==> config.mk <==
export PLATFORM = sky130hd
export DESIGN_NAME = pb_io_hub
export DESIGN_NICKNAME = d
export VERILOG_FILES = /design/src/rtl/pb_io_hub.sv
export SDC_FILE = /design/constraint.sdc
export NUM_CORES = 1
export LEC_CHECK = 0
export ABC_AREA = 0
export ABC_CLOCK_PERIOD_IN_PS = 7200
export BUFFER_PORTS_ARGS = -buffer_cell sky130_fd_sc_hd__buf_2
export CAP_MARGIN = 20
export CORE_ASPECT_RATIO = 0.8
export CORE_MARGIN = 1
export CORE_UTILIZATION = 53
export CTS_CLUSTER_SIZE = 14
export DETAILED_ROUTE_END_ITERATION = 10
export PLACE_DENSITY = 0.81
export SETUP_SLACK_MARGIN = 0.4
export SLEW_MARGIN = 20
export SYNTH_ARGS = -nofsm -noshare
export SYNTH_HDL_FRONTEND = slang
export SYNTH_SLANG_ARGS = --single-unit
==> constraint.sdc <==
create_clock -name clk -period 7.2 [get_ports clk]
set_input_delay 1.44 -clock clk [delete_from_list [all_inputs] [get_ports clk]]
set_output_delay 1.44 -clock clk [all_outputs]
set_load 0.05 [all_outputs]
==> src/rtl/pb_io_hub.sv <==
// KCPSM6 port-bus hub: a bank of write registers, registered input read mux, and an
// N-source maskable interrupt controller with pending/W1C status and an ack handshake.
module pb_io_hub #(
  parameter int         N_IN       = 8,
  parameter int         N_OUT      = 16,
  parameter logic [7:0] IN_BASE    = 8'h00,
  parameter logic [7:0] OUT_BASE   = 8'h40,
  parameter logic [7:0] IRQ_BASE   = 8'hF0,
  parameter int         N_IRQ      = 2,
  parameter logic [7:0] IRQ_TOGGLE = 8'h01
) (
  input  logic                 clk,
  input  logic                 reset,
  input  logic [7:0]           port_id,
  input  logic [7:0]           out_port,
  input  logic                 write_strobe,
  input  logic                 k_write_strobe,
  input  logic                 read_strobe,
  output logic [7:0]           in_port,
  output logic                 interrupt,
  input  logic                 interrupt_ack,
  input  logic [8*N_IN-1:0]    in_data,
  output logic [8*N_OUT-1:0]   out_data,
  output logic [N_OUT-1:0]     out_wr,
  input  logic [N_IRQ-1:0]     irq_src
);

  localparam int IN_END  = int'(IN_BASE) + N_IN;
  localparam int OUT_END = int'(OUT_BASE) + N_OUT;
  localparam int IRQ_END = int'(IRQ_BASE) + 2;

  function automatic bit overlaps(input int a, input int n, input int b, input int m);
    return (a < b + m) && (b < a + n);
  endfunction

  if (N_IN < 1 || N_IN > 64 || N_OUT < 1 || N_OUT > 64 || N_IRQ < 1 || N_IRQ > 8) begin : g_bad_size
    $error("pb_io_hub: port or source count out of range");
  end
  if (IN_END > 256 || OUT_END > 256 || IRQ_END > 256) begin : g_bad_end
    $error("pb_io_hub: address range exceeds 8'hFF");
  end
  if (overlaps(int'(IN_BASE), N_IN, int'(OUT_BASE), N_OUT) ||
      overlaps(int'(IN_BASE), N_IN, int'(IRQ_BASE), 2) ||
      overlaps(int'(OUT_BASE), N_OUT, int'(IRQ_BASE), 2)) begin : g_bad_overlap
    $error("pb_io_hub: address ranges overlap");
  end

  localparam logic [8:0]       IN_LO  = 9'(IN_BASE);
  localparam logic [8:0]       OUT_LO = 9'(OUT_BASE);
  localparam logic [8:0]       IRQ_LO = 9'(IRQ_BASE);
  localparam logic [N_IRQ-1:0] TMODE  = IRQ_TOGGLE[N_IRQ-1:0];

  typedef enum logic [1:0] {S_IDLE, S_ASSERT, S_SERVICE} state_t;

  state_t             state;
  logic [N_IRQ-1:0]   pending, mask, src_q, evt, w1c;
  logic               prime, req, mask_we, stat_hit, mask_hit, in_hit, out_hit;
  logic [8:0]         pid9, in_off, out_off;
  logic [N_OUT-1:0]   wr_sel;
  logic [7:0]         rd_data;
  logic               unused;

  assign unused = read_strobe;

  // Offsets wrap to large values below the base, so a single upper compare suffices.
  assign pid9     = {1'b0, port_id};
  assign in_off   = pid9 - IN_LO;
  assign out_off  = pid9 - OUT_LO;
  assign in_hit   = in_off < 9'(N_IN);
  assign out_hit  = out_off < 9'(N_OUT);
  assign stat_hit = pid9 == IRQ_LO;
  assign mask_hit = pid9 == IRQ_LO + 9'd1;

  always_comb begin
    wr_sel = '0;
    if (write_strobe) begin
      for (int i = 0; i < N_OUT; i++)
        if (out_hit && out_off[5:0] == 6'(i)) wr_sel[i] = 1'b1;
    end else if (k_write_strobe) begin
      for (int i = 0; i < N_OUT; i++)
        if ({2'b00, port_id[3:0]} == 6'(i)) wr_sel[i] = 1'b1;
    end
  end

  always_comb begin
    rd_data = 8'h00;
    for (int i = 0; i < N_IN; i++)
      if (in_hit && in_off[5:0] == 6'(i)) rd_data = in_data[8*i +: 8];
    for (int i = 0; i < N_OUT; i++)
      if (out_hit && out_off[5:0] == 6'(i)) rd_data = out_data[8*i +: 8];
    if (stat_hit) rd_data = 8'(pending);
    if (mask_hit) rd_data = 8'(mask);
  end

  assign w1c     = (write_strobe && stat_hit) ? out_port[N_IRQ-1:0] : '0;
  assign mask_we = write_strobe && mask_hit;
  assign evt     = prime ? (((irq_src ^ src_q) & TMODE) | (irq_src & ~src_q & ~TMODE)) : '0;
  assign req     = |(pending & mask);

  always_ff @(posedge clk or posedge reset) begin
    if (reset) begin
      out_data <= '0;
      out_wr   <= '0;
      in_port  <= 8'h00;
    end else begin
      out_wr  <= wr_sel;
      in_port <= rd_data;
      for (int i = 0; i < N_OUT; i++)
        if (wr_sel[i]) out_data[8*i +: 8] <= out_port;
    end
  end

  // A new event outranks a W1C clear landing on the same bit.
  always_ff @(posedge clk or posedge reset) begin
    if (reset) begin
      pending <= '0;
      mask    <= '0;
      src_q   <= '0;
      prime   <= 1'b0;
    end else begin
      src_q   <= irq_src;
      prime   <= 1'b1;
      pending <= (pending & ~w1c) | evt;
      if (mask_we) mask <= out_port[N_IRQ-1:0];
    end
  end

  // SERVICE holds until every masked pending bit is cleared, so firmware must drain all.
  always_ff @(posedge clk or posedge reset) begin
    if (reset) begin
      state     <= S_IDLE;
      interrupt <= 1'b0;
    end else begin
      case (state)
        S_IDLE: if (req) begin
          state     <= S_ASSERT;
          interrupt <= 1'b1;
        end
        S_ASSERT: if (interrupt_ack) begin
          state     <= S_SERVICE;
          interrupt <= 1'b0;
        end
        S_SERVICE: if (!req) state <= S_IDLE;
        default: begin
          state     <= S_IDLE;
          interrupt <= 1'b0;
        end
      endcase
    end
  end

endmodule
==> reports/results.ini <==
[status]
status = completed

[timing]
fmax_ghz = 0.2561
tightest_slew_ns = 0.9288
final.period_utilization_pct = 54.24
slew_headroom_pct = 38.08
setup_viol = 0
finalHoldViolations = 0
rsz0062_at_grt = false
skew_ns = 0.008418
finalMaxSlewViolations = 0
period_needed_ns = 3.905
setup_tns_ns = 0

[logic_synthesis]
avgSynthCellArea_um2 = 11.12
seq_area_frac_synth_pct = 48.36
synth_area_mm2 = 0.008383
synthCells = 754
synth_edf_count = 0
async_reset_ff_share_pct = 100.0
syn_nets = 844
yosysWarningCount = 0
synth_ff_type = dfrtp_1
ys_seq_elements = 162
ys_types = 72

[detailed_routing]
drc_errors = 0
routed_via_density = 6.434
drtAntennaViolNets = 0
vias = 7689
wire_per_inst_um = 24.81
drtIter0Drc = 973
drt_first_pass_iters = 5
routed_wl_mm = 29.65

[worst_setup_path]
path_class = input port to flop
arrival_ns = 4.25
cp-start-kind = input port
endpoint_kind = flop
crit_path_max_fanout = 43
cp.required_ns = 7.55

[clock_tree]
cts_resized = 0
clockBufferDepth = 2
post_cts_buffers = 0
h-tree-depth = 4
numClockSinks = 162
root_buffer = clkbuf_16
cts.clk_slew.worst_paths_ns = 0.07
cts_tree = done
insertion_delay_ns = 0.43
cts_inserted_buffers = 17
ctsHoldBuffers = 0

[pwr]
seqPwrFrac_pct = 35.9
ir_drop_uv = 227.0
cellPowerDensity_mw_per_mm2 = 332.2
comb_power_share_pct = 34.1
intPower_uw = 2007
p_total_uw = 3426
p_leak_uw = 0.004951
pwr-share-clk_pct = 30.0
p_sw_uw = 1420
p_sw_share_pct = 41.43

[flow_run]
max_cap_viol_count = 0

[floorplan]
chipWidth_um = 142.6
ios = 241
coreArea_mm2 = 0.01521
die_area_mm2 = 0.01633
num_rows = 40
initial_core_util_pct = 55.10
dieHeight_um = 114.5

[finish]
fin_nets = 1060
drive_gt1_share_pct = 44.86
fillers = 1234
post-route-util_pct = 67.79
syn2layout_area_growth_pct = 23.03

[placed_design]
gp_congestion = 1.023
port_buffers = 239
place_hpwl_mm = 20.76

[global_routing]
grt_pass1_wl_mm = 44.04
antenna_found_initial = 1
grt_pass1_vias = 7292
grt.total_usage_pct = 37.11
overflow = 0
grt_start_max_net_pins = 103

[worst_hold_path]
hp-class = flop to flop

[path summary, 6_finish.rpt]
path                              startpoint            to  depth (start not counted)  slack [ns]
worst max-delay path              port_id[2]    in_port[6]                          7        3.29
worst min-delay path                state[1]      state[0]                          1        0.48
worst max register to register  out_data[35]    in_port[3]                          5        5.32
worst min register to register      state[1]      state[0]                          1        0.48
max in group asynchronous              reset  out_data[13]                          3        4.72
min in group asynchronous              reset  out_data[56]                          2        1.18
[power groups by stage]
stage	Sequential [µW]	Clock (µW)	Combinational, µW
5_1_grt	1250	1070	1210
2_1_floorplan	1780	0	284
6_report	1230	1030	1170
4_1_cts	1230	1030	1160
3_3_place_gp	1230	0	1150
3_5_place_dp	1240	0	1160
[stage by stage]
stage | hold WS (ns) | cell area [µm²] | worst slack [ns] | cells
floorplan | 0.4411 | 8383 | 1.383 | 754
global placement | 0.4563 | 9641 | 3.083 | 1161
detailed placement | 0.4706 | 9641 | 3.033 | 1161
CTS | 0.4782 | 10310 | 3.488 | 1193
global route | 0.5094 | 10310 | 3.176 | 1194
finish | 0.4783 | 10310 | 3.295 | 1195
[Yosys cell counts, drive strengths merged (3+ instances only)]
master / number / area share [%]
o211ai: 4 / 0.36
a32oi: 3 / 0.31
nor2b: 9 / 0.67
mux2i: 24 / 2.9
a211o: 4 / 0.42
o31ai: 3 / 0.27
nand2b: 13 / 0.97
a21oi: 44 / 2.6
nand2: 59 / 2.6
o221ai: 5 / 0.60
clkbuf: 22 / 0.99
nand4: 3 / 0.22
a22oi: 10 / 0.90
o2bb2ai: 4 / 0.42
a221oi: 7 / 0.73
o21ai: 28 / 1.7
nor2: 56 / 3.2
a31oi: 9 / 0.67
nor3: 12 / 0.78
inv: 7 / 0.31
nor4: 4 / 0.30
a311oi: 3 / 0.31
a211oi: 6 / 0.54
dfrtp: 162 / 48
o32ai: 5 / 0.52
buf: 26 / 2.0
mux2: 135 / 18
o22ai: 19 / 1.4
nand3: 12 / 0.72
o21a: 3 / 0.27
[cell families after synthesis]
| kind of cell | after synthesis | synth area share (%) |
|---|---|---|
| simple gates | 189 | 11.66 |
| compound gates | 181 | 14.60 |
| flops | 162 | 48.36 |
| mux | 161 | 21.54 |
| buf+inv | 57 | 3.403 |
| fa+ha+maj | 2 | 0.2985 |
| other cells | 1 | 0.04473 |
| xor+xnor | 1 | 0.1045 |
[critical path, stage by stage]
cell	delay (ns)
buf_2	0.63
nor2b_1	0.69
nand2_1	0.39
o31ai_1	0.43
a2111oi_0	0.14
a211o_1	0.37
o221ai_2	0.13
[cell type report]
| cell class | count | area, µm² | share of cell area, % |
|---|---|---|---|
| diodes | 2 | 5.005 | 0.04853 |
| clock buffers | 17 | 425.4 | 4.125 |
| clock inverters | 15 | 242.7 | 2.354 |
| inverters | 9 | 38.79 | 0.3761 |
| multi-input cells | 535 | 4044 | 39.21 |
| flip-flops and latches | 162 | 4054 | 39.31 |
| well taps | 210 | 262.8 | 2.548 |
| repair buffers | 245 | 1241 | 12.03 |
[cells in the final DEF, fill, tap and decap left out, drive strengths merged, types with 5 or more instances in the layout]
cell type,n
nor3,12
dfrtp,162
nor2b,9
bufinv,5
nand2b,13
o221ai,5
mux2i,24
o32ai,5
a221oi,7
nor2,56
a211oi,6
a22oi,10
o21ai,28
a31oi,9
inv,14
clkbuf,17
nand2,59
o22ai,19
mux2,135
a21oi,44
buf,245
nand3,12
[routing by layer]
metal  vias up  share of wire, %  track usage, %
li1       3255                 -               -
met1      3735                39           49.96
met2       610                44           55.23
met3        89                14           12.55
met4         0               3.6           14.70
met5         -                 0               0
[sequential cells by signal, summed over array words and instances (netlist names)]
name / flops
out_wr: 16
mask: 2
out_data: 128
in_port: 8
prime: 1
state: 2
pending: 2
interrupt: 1
src_q: 2
No activity file was read; power rests on OpenSTA's default activity.
